**config.mk**
```make
export PLATFORM = sky130hd
export DESIGN_NAME = serial_audio_channel_scheduler_flat
export DESIGN_NICKNAME = d
export VERILOG_FILES = /design/src/rtl/serial_audio_pkg.sv /design/src/rtl/serial_audio_channel_scheduler_if.sv /design/src/rtl/serial_audio_channel_fifo.sv /design/src/rtl/serial_audio_channel_scheduler.sv /design/src/flat_wrapper.sv
export SDC_FILE = /design/constraint.sdc
export NUM_CORES = 1
export LEC_CHECK = 0
export ABC_AREA = 1
export CAP_MARGIN = 20
export CORE_MARGIN = 1.5
export CORE_UTILIZATION = 50
export CTS_BUF_LIST = sky130_fd_sc_hd__clkbuf_8 sky130_fd_sc_hd__clkbuf_16
export DETAILED_ROUTE_END_ITERATION = 10
export PLACE_DENSITY = 0.74
export SYNTH_ARGS = -nofsm -noshare
export SYNTH_HDL_FRONTEND = slang
export SYNTH_SLANG_ARGS = --single-unit
```
**constraint.sdc**
```tcl
create_clock -name clk -period 4.3 [get_ports clk]
set_input_delay 1.075 -clock clk [delete_from_list [all_inputs] [get_ports clk]]
set_output_delay 1.075 -clock clk [all_outputs]
set_load 0.01 [all_outputs]
```
**src/rtl/serial_audio_pkg.sv**
```systemverilog
// Shared types for the stereo sample scheduler: FSM states and underrun fill policies.
package serial_audio_pkg;

  typedef enum logic [1:0] {
    IDLE    = 2'd0,
    PRIME   = 2'd1,
    LOAD    = 2'd2,
    PRESENT = 2'd3
  } sched_state_e;

  localparam logic FILL_ZERO   = 1'b0;
  localparam logic FILL_REPEAT = 1'b1;

endpackage

```
**src/rtl/serial_audio_channel_scheduler_if.sv**
```systemverilog
// Left/right sample inputs and the single interleaved stream towards the encoder.
interface serial_audio_channel_scheduler_if #(
  parameter int unsigned audio_width = 32
);
  logic                   l_valid;
  logic                   l_ready;
  logic [audio_width-1:0] l_audio;
  logic                   r_valid;
  logic                   r_ready;
  logic [audio_width-1:0] r_audio;
  logic                   o_valid;
  logic                   o_ready;
  logic                   o_is_left;
  logic [audio_width-1:0] o_audio;

  // Sources and encoder side
  modport master (
    output l_valid, l_audio, r_valid, r_audio, o_ready,
    input  l_ready, r_ready, o_valid, o_is_left, o_audio
  );

  // Scheduler side
  modport slave (
    input  l_valid, l_audio, r_valid, r_audio, o_ready,
    output l_ready, r_ready, o_valid, o_is_left, o_audio
  );
endinterface

```
**src/rtl/serial_audio_channel_fifo.sv**
```systemverilog
// Per-channel sample FIFO of depth 2**depth_log2 with synchronous flush and occupancy count.
module serial_audio_channel_fifo #(
  parameter int unsigned audio_width = 32,
  parameter int unsigned depth_log2  = 1
) (
  input  logic                   clk,
  input  logic                   reset_n,
  input  logic                   push,
  input  logic                   pop,
  input  logic                   flush,
  input  logic [audio_width-1:0] data_in,
  output logic [audio_width-1:0] data_out,
  output logic [depth_log2:0]    count,
  output logic                   full,
  output logic                   empty
);
  localparam int unsigned depth = 1 << depth_log2;
  localparam int unsigned cnt_w = depth_log2 + 1;

  logic [audio_width-1:0] mem [depth];
  logic [depth_log2-1:0]  wr_ptr;
  logic [depth_log2-1:0]  rd_ptr;
  logic                   do_push;
  logic                   do_pop;

  assign full     = (count == cnt_w'(depth));
  assign empty    = (count == '0);
  assign do_push  = push && !full && !flush;
  assign do_pop   = pop && !empty && !flush;
  assign data_out = mem[rd_ptr];

  always_ff @(posedge clk or negedge reset_n) begin
    if (!reset_n) begin
      wr_ptr <= '0;
      rd_ptr <= '0;
      count  <= '0;
    end else if (flush) begin
      wr_ptr <= '0;
      rd_ptr <= '0;
      count  <= '0;
    end else begin
      if (do_push) wr_ptr <= wr_ptr + depth_log2'(1);
      if (do_pop)  rd_ptr <= rd_ptr + depth_log2'(1);
      count <= count + cnt_w'(do_push) - cnt_w'(do_pop);
    end
  end

  // Storage needs no reset: occupancy alone decides what is valid
  always_ff @(posedge clk) begin
    if (do_push) mem[wr_ptr] <= data_in;
  end

endmodule

```
**src/rtl/serial_audio_channel_scheduler.sv**
```systemverilog
// Interleaves two buffered channels into a strict L,R stream for the encoder, framing starts/stops
// on L+R pairs and filling underruns. SERIAL_AUDIO_SCHEDULER_STATS_EN adds a saturating fill counter.
module serial_audio_channel_scheduler
  import serial_audio_pkg::*;
#(
  parameter int unsigned audio_width     = 32,
  parameter int unsigned fifo_depth_log2 = 1
) (
  input  logic clk,
  input  logic reset_n,
  input  logic enable,
  input  logic fill_repeat,
  serial_audio_channel_scheduler_if.slave bus,
  output logic fill_strobe
`ifdef SERIAL_AUDIO_SCHEDULER_STATS_EN
  ,
  output logic [15:0] fill_count
`endif
);
  localparam int unsigned cnt_w = fifo_depth_log2 + 1;

  sched_state_e           state_q, state_d;
  logic                   next_is_left_q, next_is_left_d;
  logic [audio_width-1:0] last_l_q, last_l_d;
  logic [audio_width-1:0] last_r_q, last_r_d;
  logic [audio_width-1:0] o_audio_q, o_audio_d;
  logic                   o_is_left_q, o_is_left_d;
  logic                   o_valid_q, o_valid_d;
  logic                   fill_strobe_q, fill_strobe_d;

  logic                   flush;
  logic                   l_push, l_pop, l_full, l_empty;
  logic                   r_push, r_pop, r_full, r_empty;
  logic [audio_width-1:0] l_head, r_head;
  logic [cnt_w-1:0]       l_count, r_count;

  assign flush       = (state_q == IDLE);
  assign bus.l_ready = !flush && !l_full;
  assign bus.r_ready = !flush && !r_full;
  assign l_push      = bus.l_valid && bus.l_ready;
  assign r_push      = bus.r_valid && bus.r_ready;

  serial_audio_channel_fifo #(.audio_width(audio_width), .depth_log2(fifo_depth_log2)) u_l_fifo (
    .clk(clk), .reset_n(reset_n), .push(l_push), .pop(l_pop), .flush(flush),
    .data_in(bus.l_audio), .data_out(l_head), .count(l_count), .full(l_full), .empty(l_empty)
  );

  serial_audio_channel_fifo #(.audio_width(audio_width), .depth_log2(fifo_depth_log2)) u_r_fifo (
    .clk(clk), .reset_n(reset_n), .push(r_push), .pop(r_pop), .flush(flush),
    .data_in(bus.r_audio), .data_out(r_head), .count(r_count), .full(r_full), .empty(r_empty)
  );

  // Next-state and next-output logic
  always_comb begin
    state_d        = state_q;
    next_is_left_d = next_is_left_q;
    last_l_d       = last_l_q;
    last_r_d       = last_r_q;
    o_audio_d      = o_audio_q;
    o_is_left_d    = o_is_left_q;
    fill_strobe_d  = 1'b0;
    l_pop          = 1'b0;
    r_pop          = 1'b0;

    case (state_q)
      IDLE: begin
        next_is_left_d = 1'b1;
        last_l_d       = '0;
        last_r_d       = '0;
        if (enable) state_d = PRIME;
      end
      PRIME: begin
        if (!enable)                                 state_d = IDLE;
        else if ((l_count != '0) && (r_count != '0)) state_d = LOAD;
      end
      LOAD: begin
        o_is_left_d = next_is_left_q;
        state_d     = PRESENT;
        if (next_is_left_q) begin
          if (!l_empty) begin
            l_pop     = 1'b1;
            o_audio_d = l_head;
            last_l_d  = l_head;
          end else begin
            o_audio_d     = (fill_repeat == FILL_ZERO) ? '0 : last_l_q;
            fill_strobe_d = 1'b1;
          end
        end else begin
          if (!r_empty) begin
            r_pop     = 1'b1;
            o_audio_d = r_head;
            last_r_d  = r_head;
          end else begin
            o_audio_d     = (fill_repeat == FILL_ZERO) ? '0 : last_r_q;
            fill_strobe_d = 1'b1;
          end
        end
      end
      PRESENT: begin
        // A stop request only takes effect once the right half of the frame has gone out
        if (bus.o_ready) begin
          next_is_left_d = !next_is_left_q;
          state_d        = (!o_is_left_q && !enable) ? IDLE : LOAD;
        end
      end
      default: state_d = IDLE;
    endcase

    o_valid_d = (state_d == PRESENT);
  end

  always_ff @(posedge clk or negedge reset_n) begin
    if (!reset_n) begin
      state_q        <= IDLE;
      next_is_left_q <= 1'b1;
      last_l_q       <= '0;
      last_r_q       <= '0;
      o_audio_q      <= '0;
      o_is_left_q    <= 1'b0;
      o_valid_q      <= 1'b0;
      fill_strobe_q  <= 1'b0;
    end else begin
      state_q        <= state_d;
      next_is_left_q <= next_is_left_d;
      last_l_q       <= last_l_d;
      last_r_q       <= last_r_d;
      o_audio_q      <= o_audio_d;
      o_is_left_q    <= o_is_left_d;
      o_valid_q      <= o_valid_d;
      fill_strobe_q  <= fill_strobe_d;
    end
  end

  assign bus.o_valid   = o_valid_q;
  assign bus.o_is_left = o_is_left_q;
  assign bus.o_audio   = o_audio_q;
  assign fill_strobe   = fill_strobe_q;

`ifdef SERIAL_AUDIO_SCHEDULER_STATS_EN
  logic [15:0] fill_count_q;

  // Saturating count of fill pulses, cleared each time the scheduler drops back to IDLE
  always_ff @(posedge clk or negedge reset_n) begin
    if (!reset_n) begin
      fill_count_q <= '0;
    end else if ((state_q != IDLE) && (state_d == IDLE)) begin
      fill_count_q <= '0;
    end else if (fill_strobe_q && (fill_count_q != 16'hFFFF)) begin
      fill_count_q <= fill_count_q + 16'd1;
    end
  end

  assign fill_count = fill_count_q;
`endif

endmodule

```
**src/flat_wrapper.sv**
```systemverilog
// flat-port wrapper written by rule: the top's interface ports become plain ports
module serial_audio_channel_scheduler_flat import serial_audio_pkg::*;
#(
  parameter int unsigned audio_width     = 32,
  parameter int unsigned fifo_depth_log2 = 1
)
  (clk, reset_n, enable, fill_repeat, fill_strobe, bus_l_valid, bus_l_audio, bus_r_valid, bus_r_audio, bus_o_ready, bus_l_ready, bus_r_ready, bus_o_valid, bus_o_is_left, bus_o_audio);
  serial_audio_channel_scheduler_if #(.audio_width(audio_width)) bus_i ();
  input  logic clk;
  input  logic reset_n;
  input  logic enable;
  input  logic fill_repeat;
  output logic fill_strobe;
  input wire logic [$bits(bus_i.l_valid)-1:0] bus_l_valid;
  input wire logic [$bits(bus_i.l_audio)-1:0] bus_l_audio;
  input wire logic [$bits(bus_i.r_valid)-1:0] bus_r_valid;
  input wire logic [$bits(bus_i.r_audio)-1:0] bus_r_audio;
  input wire logic [$bits(bus_i.o_ready)-1:0] bus_o_ready;
  output wire logic [$bits(bus_i.l_ready)-1:0] bus_l_ready;
  output wire logic [$bits(bus_i.r_ready)-1:0] bus_r_ready;
  output wire logic [$bits(bus_i.o_valid)-1:0] bus_o_valid;
  output wire logic [$bits(bus_i.o_is_left)-1:0] bus_o_is_left;
  output wire logic [$bits(bus_i.o_audio)-1:0] bus_o_audio;
  assign bus_i.l_valid = bus_l_valid;
  assign bus_i.l_audio = bus_l_audio;
  assign bus_i.r_valid = bus_r_valid;
  assign bus_i.r_audio = bus_r_audio;
  assign bus_i.o_ready = bus_o_ready;
  assign bus_l_ready = bus_i.l_ready;
  assign bus_r_ready = bus_i.r_ready;
  assign bus_o_valid = bus_i.o_valid;
  assign bus_o_is_left = bus_i.o_is_left;
  assign bus_o_audio = bus_i.o_audio;
  serial_audio_channel_scheduler #(.audio_width(audio_width), .fifo_depth_log2(fifo_depth_log2)) u_core (.clk(clk), .reset_n(reset_n), .enable(enable), .fill_repeat(fill_repeat), .bus(bus_i), .fill_strobe(fill_strobe));
endmodule
```
Yosys cells after proc, flatten, opt, wreduce, memory -nomap -nowiden
Memories as Yosys holds them, arrays and structs flattened.
Index checks and enable logic that the tools add are counted.
Operators by class
  add/subtract/negate cells: 8
  equal/unequal tests: 11
  reduce and logical (&&, ||, !) cells: 36
  multiplexer cells: 43
Operators with widths (number)
  32-bit 2-to-1 mux: 9
  32-bit one-hot mux with 2 select lines: 2
  1-bit 2-to-1 mux: 23
  2-bit nonzero test: 8
  1-bit logical AND: 14
  2-bit 2-to-1 mux: 7
  2-bit equality test, second input constant: 5
  1-bit logical NOT: 8
  2-bit != test, second input constant: 4
  2-bit one-hot mux with 4 select lines: 1
  2-bit logical NOT: 3
  3-bit AND reduction: 2
  1-bit adder, second input constant: 4
  2-bit by 1-bit adder with 2-bit output: 2
  2-bit by 1-bit subtractor with 2-bit output: 2
  2-bit by 1-bit equality test with 1-bit output, second input constant: 1
  2-bit by 1-bit != test with 1-bit output, second input constant: 1
  1-bit one-hot mux with 2 select lines: 1
  2-bit AND reduction: 1
Word-level totals
  flip-flop bits (word level): 110
  memory bits (writable): 128
  output and inout port bits: 37
  input port bits: 71
  memories: 2
  word-level logic and storage cells: 114
Memory list
  u_core.u_l_fifo.mem: depth 2, bits a word 32, rd ports 1, clocked after Yosys merged registers in 0, wr ports 1, line serial_audio_channel_fifo.sv:20  | logic [audio_width-1:0] mem [depth];
  u_core.u_r_fifo.mem: depth 2, bits a word 32, rd ports 1, clocked after Yosys merged registers in 0, wr ports 1, line serial_audio_channel_fifo.sv:20

Logic depth before layout (Yosys ltp)
Gate-level depths: netlist of run 1.
  word-level depth: 9
  gate-level depth with buffers: 10
  mapped depth without buffers: 9

By module
Synthesis of run 1 repeated with hierarchy kept, for this count alone.
Unflattened totals
  cells, all modules: 1155
  area total of the unflattened synthesis: 10835.4 um^2
Modules (own cells, without submodules)
  serial_audio_channel_scheduler: cells an instance 747, times used 1, area each 5485.3 um^2
  serial_audio_channel_fifo: cells an instance 204, times used 2, area each 2675.1 um^2

Worst setup path before layout of run 1
No wires, ideal clock.
  kind: input to register
  start point: in bus_l_valid
  end point: mem u_core.u_l_fifo.mem[0][0], enable pin
  stages on the path: 2
  path buffers: 0
  slack: 1.305 ns
  arrival time: 2.572 ns
  cell sequence: nand2_1 > nor2_1
On the way
  word-level cells in the longest chain between the ends: 5
Ends and longest elaborated chain
  start, declared: line flat_wrapper.sv:14  | input wire logic [$bits(bus_i.l_valid)-1:0] bus_l_valid;
  1-bit logical AND: line serial_audio_channel_scheduler.sv:40  | assign l_push = bus.l_valid && bus.l_ready;
  1-bit logical AND (2 in a row): line serial_audio_channel_fifo.sv:28  | assign do_push = push && !full && !flush;
  1-bit 2-to-1 mux: line serial_audio_channel_fifo.sv:50  | if (do_push) mem[wr_ptr] <= data_in;
  1-bit 2-to-1 mux (implied by the code): line serial_audio_channel_fifo.sv:50
  end, declared: line serial_audio_channel_fifo.sv:20
No other way between the ends.

Worst setup path after layout of run 1
  start point: reg u_core.state_q[1]
  end point: out bus_r_ready
On the way
  word-level cells in the longest chain between the ends: 3
Ends and longest elaborated chain
  start, declared: line serial_audio_channel_scheduler.sv:22  | sched_state_e state_q, state_d;
  start signal, assigned: line serial_audio_channel_scheduler.sv:123  | state_q <= state_d;
  2-bit logical NOT: line serial_audio_channel_scheduler.sv:37  | assign flush = (state_q == IDLE);
  1-bit logical NOT: line serial_audio_channel_scheduler.sv:39  | assign bus.r_ready = !flush && !r_full;
  1-bit logical AND: line serial_audio_channel_scheduler.sv:39
  end, declared: line flat_wrapper.sv:20  | output wire logic [$bits(bus_i.r_ready)-1:0] bus_r_ready;
No other way between the ends.

==> results of run 1 <==
[where the power goes]
group	internal, mW	leakage, nW	total, mW	switching [mW]
registers	3.12	2.65	3.47	0.346
logic	0.958	2.37	2.90	1.94
clock network	1.18	0.415	2.04	0.854
total	5.26	5.44	8.40	3.14
[stage by stage]
stage	cells	total power, mW
floorplan	1090	5.26
global placement	1422	6.30
detailed placement	1422	6.37
CTS	1467	8.42
global route	1468	8.94
finish	1468	8.40
[placed cells by master, fill, tap and decap left out, drive strengths merged]
cell / instances
xor2: 2
edfxtp: 128
bufinv: 2
xnor2: 2
clkbuf: 26
nor3: 2
clkinv: 9
a21oi: 18
dfrtp: 109
clkdlybuf4s50: 105
dfstp: 1
buf: 16
o21a: 2
nand3: 136
o21ai: 63
o211ai: 1
nor2: 103
nand2: 381
o22ai: 1
ha: 4
inv: 87
[final cells by class]
class / count / area share (%)
clock buffers: 26 / 5.16
clock inverters: 19 / 1.03
inverters: 79 / 2.42
multi-input cells: 715 / 25.8
flip-flops and latches: 238 / 53.3
well taps: 270 / 2.73
repair buffers: 121 / 9.54
[path summary, 6_finish.rpt]
kind,cells past startpoint,end,from
worst max-delay path,3,bus_r_ready,u_core.state_q[1]
worst min-delay path,2,u_core.last_r_q[27],u_core.last_r_q[27]
worst max register to register,9,u_core.u_r_fifo.count[1],u_core.state_q[1]
worst min register to register,2,u_core.last_r_q[27],u_core.last_r_q[27]
max in group asynchronous,2,u_core.last_r_q[29],reset_n
min in group asynchronous,1,u_core.u_r_fifo.wr_ptr,reset_n
[flip-flops by register name (all words and copies together), names as in the netlist, 2 cells and up]
| name | flops |
|---|---|
| u_core.u_l_fifo.mem | 64 |
| u_core.u_r_fifo.mem | 64 |
| u_core.bus.o_audio | 32 |
| u_core.last_l_q | 32 |
| u_core.last_r_q | 32 |
| u_core.state_q | 2 |
| u_core.u_l_fifo.count | 2 |
| u_core.u_r_fifo.count | 2 |
[kinds of logic (layout without fill, tap and decap cells)]
group	Yosys count	after routing
AOI/OAI and AO/OA	85	85
xor gates and xnor gates	4	4
adders and majority gates	4	4
buffers and inverters	137	245
DFF	238	238
and+or+nand+nor	622	622
[cell usage after synthesis, types with 3 or more instances]
cell	number
nand2_1	379
edfxtp_1	128
nand3_1	125
dfrtp_1	109
nor2_1	98
inv_1	73
o21ai_0	39
clkbuf_1	27
a21oi_1	18
buf_2	18
o21ai_1	13
nand3_2	11
o21ai_2	11
buf_4	7
ha_1	4
buf_6	3
inv_2	3
[worst min-delay path: stages (launching register included)]
cell and delay (ns):
dfrtp_1 0.34, nand3_1 0.07, nand2_1 0.05
[routing by layer]
layer	part of all wire, %	up-vias	global-route usage, %
met3	5.4	62	2.89
met1	42	3622	30.1
li1	-	3720	-
met4	3.9	0	8.35
met2	49	257	36.7
met5	0	-	0
==> impl_metrics.json, run 1 <==
{
  "synth_top_area_share_pct": 37.0,
  "row_count": 52,
  "grt_pass1_wl_mm": 38.1,
  "cts_resized": 0,
  "cts_sinks": 238,
  "end_kind": "output port",
  "final-hold-violation-count": 0,
  "ant_nets": 0,
  "syn_avg_cell_area_sq_um": 9.52,
  "final_area_sq_um": 12400,
  "cts_tree": "yes",
  "synth_top_family_by_area": "simple AND/OR/NAND/NOR gates",
  "placedInstanceArea_sq_um": 11600,
  "worstPathCellList": "nor2_2 > a21oi_1 > clkdlybuf4s50_1",
  "htree_levels": 1,
  "antenna_cells": 0,
  "wire_per_inst_microns": 16.0,
  "hp-class": "register to register",
  "grt_pass1_vias": 7480,
  "synth-seq-cells": 238,
  "worstMarginPinSlew_ns": 1.04,
  "synth_area_sq_um": 10400,
  "synthTopCellsByArea": "edfxtp_1, dfrtp_1, nand2_1",
  "globalplace.congestion": 0.847,
  "reg2reg_slack_ns": 1.35,
  "synth-compound-area-share_pct": 4.58,
  "grt_antenna_before_repair": 0,
  "period_share_pct": 71.3,
  "pin_count": 108,
  "wl_mm": 23.5,
  "final_core_utilization_pct": 61.0,
  "drtIter0Drc": 610,
  "multiInputGateArea_sq_um": 3200,
  "yosysWarnings": 0,
  "start_util_pct": 51.1,
  "crit_slowest_cell": "dfrtp_1",
  "worstSkewPairLatency_ns": 0.52,
  "cts-root-buf": "clkbuf_16",
  "firstDrtPassIters": 5,
  "fin_nets": 1255,
  "fillCellCount": 1724,
  "required_ns": 3.22,
  "synthMuxAreaShare_pct": 0,
  "path_class": "register to output port",
  "track_usage_pct": 22.2,
  "slew_headroom_pct": 30.6,
  "finalSetupTns_ns": 0,
  "placeableCoreArea_sq_um": 20300,
  "cts_setup_buffers": 0,
  "cpPeakStageDelay_ns": 0.50,
  "place_ws_ns": 1.37,
  "finalClockSkew_ns": 0.00984,
  "cts_buffers": 25,
  "slew_violations": 0,
  "synthFlopType": "edfxtp_1",
  "synth_fp_nets": 1165,
  "rsz0062_at_grt": "false",
  "grt_max_degree": 56,
  "hold_ws_ns": 0.497,
  "p_leak_nw": 5.44,
  "critical_path.top_delay_family": "flip-flops",
  "critPathLaunchType": "register",
  "dp_hpwl_mm": 15.3,
  "grt-ovfl-total": 0,
  "fin_crit_ns": 3.06,
  "die-area_sq_um": 21600,
  "synth_xor_xnor_area_share_pct": 0.337,
  "yosysTopAreaCell": "edfxtp_1",
  "crit_buf_inv": 1,
  "synthCells": 1090,
  "fmaxAchievable_mhz": 326,
  "seq_area_sq_um": 6600,
  "maxCapViolCount": 0,
  "setup_ws_ns": 1.24,
  "port_buffers": 107,
  "cts_hold_buf": 0,
  "synthSimpleGateAreaFrac_pct": 25.3,
  "seq_area_frac_synth_pct": 63.6,
  "cts.clk_slew.worst_paths_ns": 0.06,
  "synthArstFlopShare_pct": 46.2,
  "ir_drop_mv": 0.441,
  "cts_buffer_depth": 3,
  "synth_edf_count": 128,
  "power_density_nw_per_um2": 679,
  "via_per_inst": 5.22,
  "setup_viol": 0,
  "dieWidth_microns": 147,
  "routed-via-count": 7661,
  "worst_ep_arrival_time_ns": 1.99,
  "synthDistinctLibCells": 34,
  "synthAdderAreaFrac_pct": 0.482,
  "area_growth_pct": 19.3,
  "drive_gt1_share_pct": 7.26,
  "drcViolationCount": 0,
  "status": "finished, final reports clean",
  "fp.dieH_microns": 147,
  "cp_max_fo": 8
}
(Power assumes the default switching activity.)
==> inputs of run 2 (changes only) <==
Settings changed: PLACE_DENSITY 0.74 to 0.76.
Clock period 4.3 ns to 2.6 ns, I/O delays scaled along.
==> impl_metrics.json, run 2 (synthesized netlist as in run 1, its figures left out) <==
{
  "row_count": 52,
  "track_usage_pct": 22.2,
  "worstSkewPairLatency_ns": 0.50,
  "fmaxAchievable_mhz": 402,
  "cp_max_fo": 6,
  "cts-root-buf": "clkbuf_16",
  "area_growth_pct": 21.0,
  "final-hold-violation-count": 0,
  "finalNonFillerCells": 1478,
  "worstPathCellList": "nor2_4 > a21oi_1 > clkdlybuf4s50_1",
  "cts_sinks": 238,
  "port_buffers": 107,
  "dp_cells": 1434,
  "top_regs": "u_core.u_l_fifo.mem (64), u_core.u_r_fifo.mem (64)",
  "grt-ovfl-total": 0,
  "critical_path.top_delay_family": "buffers and inverters",
  "grt_antenna_before_repair": 0,
  "wl_mm": 23.6,
  "crit_buf_inv": 1,
  "hold_ws_ns": 0.101,
  "fin_nets": 1265,
  "cpPeakStageDelay_ns": 0.49,
  "slew_headroom_pct": 46.9,
  "via_per_inst": 5.19,
  "htree_levels": 1,
  "path_class": "register to output port",
  "maxCapViolCount": 0,
  "pin_count": 108,
  "critPathLaunchType": "register",
  "worstMarginPinSlew_ns": 0.794,
  "cts_tree": "yes",
  "start_util_pct": 51.1,
  "p_leak_nw": 5.51,
  "setup_viol": 0,
  "antenna_cells": 0,
  "wire_per_inst_microns": 16.0,
  "mostFrequentLayoutCell": "nand2_1",
  "placedInstanceArea_sq_um": 11700,
  "globalplace.congestion": 0.853,
  "drive_gt1_share_pct": 8.53,
  "final_area_sq_um": 12600,
  "dp_hpwl_mm": 15.8,
  "period_share_pct": 95.8,
  "hp-class": "input pin to async pin",
  "worst_ep_arrival_time_ns": 1.84,
  "crit_slowest_cell": "clkdlybuf4s50_1",
  "routed-via-count": 7678,
  "grt_max_degree": 55,
  "ant_nets": 0,
  "required_ns": 1.95,
  "layout_common_cells": "nand2_1, edfxtp_1, nand3_1, dfrtp_1, clkdlybuf4s50_1",
  "placeableCoreArea_sq_um": 20300,
  "die-area_sq_um": 21600,
  "grt_pass1_wl_mm": 38.3,
  "drtIter0Drc": 697,
  "drcViolationCount": 0,
  "grt_pass1_vias": 7382,
  "rsz0062_at_grt": "false",
  "cts.clk_slew.worst_paths_ns": 0.06,
  "end_kind": "output port",
  "power_density_nw_per_um2": 1130,
  "status": "finished, final reports clean",
  "slew_violations": 0,
  "firstDrtPassIters": 5,
  "fp.dieH_microns": 147,
  "finalClockSkew_ns": 0.00718,
  "ir_drop_mv": 0.592,
  "finalSetupTns_ns": 0,
  "cts_buffer_depth": 3,
  "dieWidth_microns": 147,
  "fin_crit_ns": 2.49,
  "cts_buffers": 24
}
run 2: metrics by stage:
stage	setup slack [ns]	power, mW	utilization [%]
6_report	0.110	14.2	61.9
5_1_grt	0.0544	15.1	61.9
4_1_cts	0.0877	14.2	61.9
3_5_place_dp	0.302	10.7	57.9
3_3_place_gp	0.364	10.5	57.9
2_1_floorplan	0.286	8.71	-
run 2: power by group:
group	total, mW	internal, mW	switching [mW]
registers	5.75	5.16	0.590
logic	4.91	1.69	3.22
clock network	3.51	2.13	1.38
run 2: path summary, 6_finish.rpt:
kind / to / start / slack, ns / depth (start not counted)
max: bus_r_ready / u_core.state_q[0] / 0.11 / 3
min in group clk: u_core.last_r_q[14] / u_core.last_r_q[14] / 0.50 / 2
max reg2reg: u_core.u_r_fifo.count[1] / u_core.state_q[1] / 0.35 / 9
min: u_core.u_r_fifo.wr_ptr / reset_n / 0.10 / 1
max in group asynchronous: u_core.next_is_left_q / reset_n / 1.80 / 2
min reg2reg: u_core.last_r_q[14] / u_core.last_r_q[14] / 0.50 / 2
run 2: area by class of cell:
cell class	count	area, sq um
sequential	238	6600
clock inverter	19	185
multi-input combinational	715	3200
inverter	79	299
timing repair buffer	132	1310
clock buffer	25	626
fill	1660	7730
tap	270	338
run 2: worst register-to-register path: stages (launching register included):
cell and delay, ns:
dfrtp_2 0.48, inv_2 0.09, nor2_4 0.09, nand2_1 0.10, nor2_1 0.62, ha_1 0.36
inv_1 0.06, ha_1 0.15, xor2_1 0.14, nor2_1 0.05
run 2: metal layers:
metal  vias to the layer above  share of wire, %  GRT usage [%]  routed length [microns]
li1                       3739                 -              -                        -
met1                      3663                45           33.1                    10700
met2                       244                47           34.3                    11100
met3                        32               5.5           2.67                     1290
met4                         0               2.1           6.75                      502
met5                         -                 0              0                        0
run 2: timing repair:
item	in CTS	in global routing
endpoints found under the setup margin	2	0
hold buffers	0	0
resized for setup	3	0
buffers inserted	0	0
==> inputs of run 3 (changes only) <==
Settings changed: CTS_CLUSTER_DIAMETER set to 150, SYNTH_HIERARCHICAL set to 1.
==> impl_metrics.json, run 3 <==
{
  "rsz0062_at_grt": "false",
  "yosysMostFrequentCell": "nand2_1",
  "crit_end": "bus_l_ready",
  "drive_gt1_share_pct": 11.1,
  "r2r_end": "u_core/u_r_fifo/count[1]",
  "reg2reg_from": "u_core/next_is_left_q",
  "ir_drop_mv": 0.817,
  "yosysTopAreaCell": "edfxtp_1",
  "fillCellCount": 1691,
  "final-hold-violation-count": 0,
  "p_sw_mw": 5.94,
  "synthTopCellsByArea": "edfxtp_1, dfrtp_1, nand2_1",
  "synthCells": 1155,
  "cts_sinks": 238,
  "finalClockSkew_ns": 0.0152,
  "path_class": "register to output port",
  "dieWidth_microns": 150,
  "clockPowerShare_pct": 23.6,
  "firstDrtPassIters": 5,
  "grt_pass1_vias": 7748,
  "status": "finished, final reports clean",
  "dp_hpwl_mm": 15.8,
  "ant_nets": 0,
  "die-area_sq_um": 22600,
  "critPathLaunchType": "register",
  "reg2reg_slack_ns": 0.45,
  "drtIter0Drc": 642,
  "cts_setup_buffers": 0,
  "finalSetupTns_ns": 0,
  "required_ns": 1.95,
  "synthArstFlopShare_pct": 46.2,
  "htree_levels": 1,
  "seq_area_frac_synth_pct": 60.9,
  "crit_path_start": "u_core/u_l_fifo/count[1]",
  "worstSkewPairLatency_ns": 0.52,
  "layout_common_cells": "nand2_1, edfxtp_1, dfrtp_1, clkdlybuf4s50_1, nand3_1",
  "power_density_nw_per_um2": 1200,
  "pwr-share-seq_pct": 37.5,
  "cts_tree": "yes",
  "area_growth_pct": 19.2,
  "synth-seq-cells": 238,
  "grt_antenna_before_repair": 0,
  "wire_per_inst_microns": 15.4,
  "synthFlopType": "edfxtp_1",
  "yosysWarnings": 6,
  "cts_buffer_depth": 3,
  "syn_avg_cell_area_sq_um": 9.38,
  "drcViolationCount": 0,
  "end_kind": "output port",
  "synth_edf_count": 128,
  "cp_max_fo": 5,
  "worstMarginPinSlew_ns": 0.541,
  "grt_max_degree": 37,
  "grt-ovfl-total": 0,
  "port_buffers": 107,
  "p_sw_share_pct": 38.4,
  "combPwrFrac_pct": 38.9,
  "slew_violations": 0,
  "top_regs": "u_core/u_l_fifo/mem (64), u_core/u_r_fifo/mem (64)",
  "synth_top_area_share_pct": 35.5,
  "cts_resized": 0,
  "routed-via-count": 8056,
  "cts_buffers": 25,
  "via_per_inst": 5.20,
  "slew_headroom_pct": 63.9,
  "placeableCoreArea_sq_um": 21200,
  "worst_ep_arrival_time_ns": 1.77,
  "mostFrequentLayoutCell": "nand2_1",
  "cts.clk_slew.worst_paths_ns": 0.06,
  "track_usage_pct": 21.8,
  "globalplace.congestion": 0.792,
  "synth_fp_nets": 1230,
  "wl_mm": 23.9,
  "synthTopCellsByCount": "nand2_1, edfxtp_1, dfrtp_1, nand3_1, inv_1",
  "start_util_pct": 51.2,
  "final_core_utilization_pct": 61.1,
  "pin_count": 108,
  "hp-class": "input pin to async pin",
  "period_share_pct": 93.1,
  "fin_nets": 1330,
  "cts_hold_buf": 0,
  "p_leak_nw": 5.89,
  "antenna_cells": 0,
  "grt_pass1_wl_mm": 38.6,
  "fp.dieH_microns": 150,
  "synthDistinctLibCells": 33,
  "fin_crit_ns": 2.42,
  "p_int_mw": 9.55,
  "cts-root-buf": "clkbuf_16",
  "synth_area_sq_um": 10800,
  "fmaxAchievable_mhz": 413,
  "setup_viol": 0,
  "maxCapViolCount": 0,
  "rr_worst_depth": 11,
  "row_count": 53
}
run 3: changes by cell type in the layout (fill, tap and decap cells not counted), sizes merged, moves of 4 or more:
cell    before  now
clkinv       9    5
nand4        0    4
nor2       103   49
nand3      136   87
inv         84   78
nand2      381  560
o21ai       63   73
a21oi       18    3
run 3: critical path: stages (launching register included):
cell and delay [ns]:
dfrtp_1 0.45, nand2_1 0.13, inv_1 0.06, nor2_1 0.09
clkdlybuf4s50_1 0.53
run 3: layout make-up:
| type | instances | area (sq um) | share of cell area, % |
|---|---|---|---|
| repair buffers | 134 | 1370 | 10.6 |
| flip-flops and latches | 238 | 6600 | 51.1 |
| clock inverters | 21 | 223 | 1.72 |
| multi-input cells | 787 | 3490 | 27.0 |
| inverters | 69 | 274 | 2.12 |
| clock buffers | 25 | 626 | 4.84 |
| well taps | 275 | 344 | 2.66 |
run 3: cells by family (layout without fill, tap and decap cells):
group / after synthesis / count (layout) / synth area share, %
fa+ha+maj: 4 / 4 / 0.462
compound gates: 81 / 81 / 4.98
buf+inv: 130 / 249 / 6.99
simple gates: 702 / 702 / 26.7
flops: 238 / 238 / 60.9
run 3: per-stage QoR:
stage / worst slack, ns / cell area [sq um] / power [mW] / instances / hold slack [ns]
final: 0.179 / 12900 / 15.5 / 1549 / 0.0989
after global routing: 0.0935 / 12900 / 16.5 / 1549 / 0.133
after CTS: 0.165 / 12900 / 15.6 / 1549 / 0.113
after detailed placement: 0.132 / 12100 / 11.9 / 1503 / 0.469
after global placement: 0.191 / 12100 / 11.7 / 1503 / 0.463
after floorplan: 0.162 / 10800 / 10.1 / 1155 / 0.354
run 3: per-layer routing:
layer	track usage, %	routed length, microns	vias to the layer above
met5	0	0	-
met1	28.9	10100	3859
met4	5.59	535	0
li1	-	-	3891
met2	37.4	11900	258
met3	3.36	1300	48
run 3: how the worst min path moves through the flow:
stage                             end  slack, ns
3_3_place_gp   u_core/bus.o_audio[20]       0.46
3_5_place_dp   u_core/bus.o_audio[15]       0.47
6_report       u_core/bus.o_audio[15]        0.1
5_1_grt        u_core/bus.o_audio[15]       0.13
2_1_floorplan   u_core/bus.o_audio[0]       0.35
4_1_cts        u_core/bus.o_audio[15]       0.11
run 3: power by group through the flow:
stage | registers, mW | clock network [mW] | logic, mW
5_1_grt | 5.92 | 3.85 | 6.73
6_report | 5.81 | 3.65 | 6.02
3_5_place_dp | 5.88 | 0 | 5.97
3_3_place_gp | 5.84 | 0 | 5.84
2_1_floorplan | 5.80 | 0 | 4.31
4_1_cts | 5.81 | 3.72 | 6.03
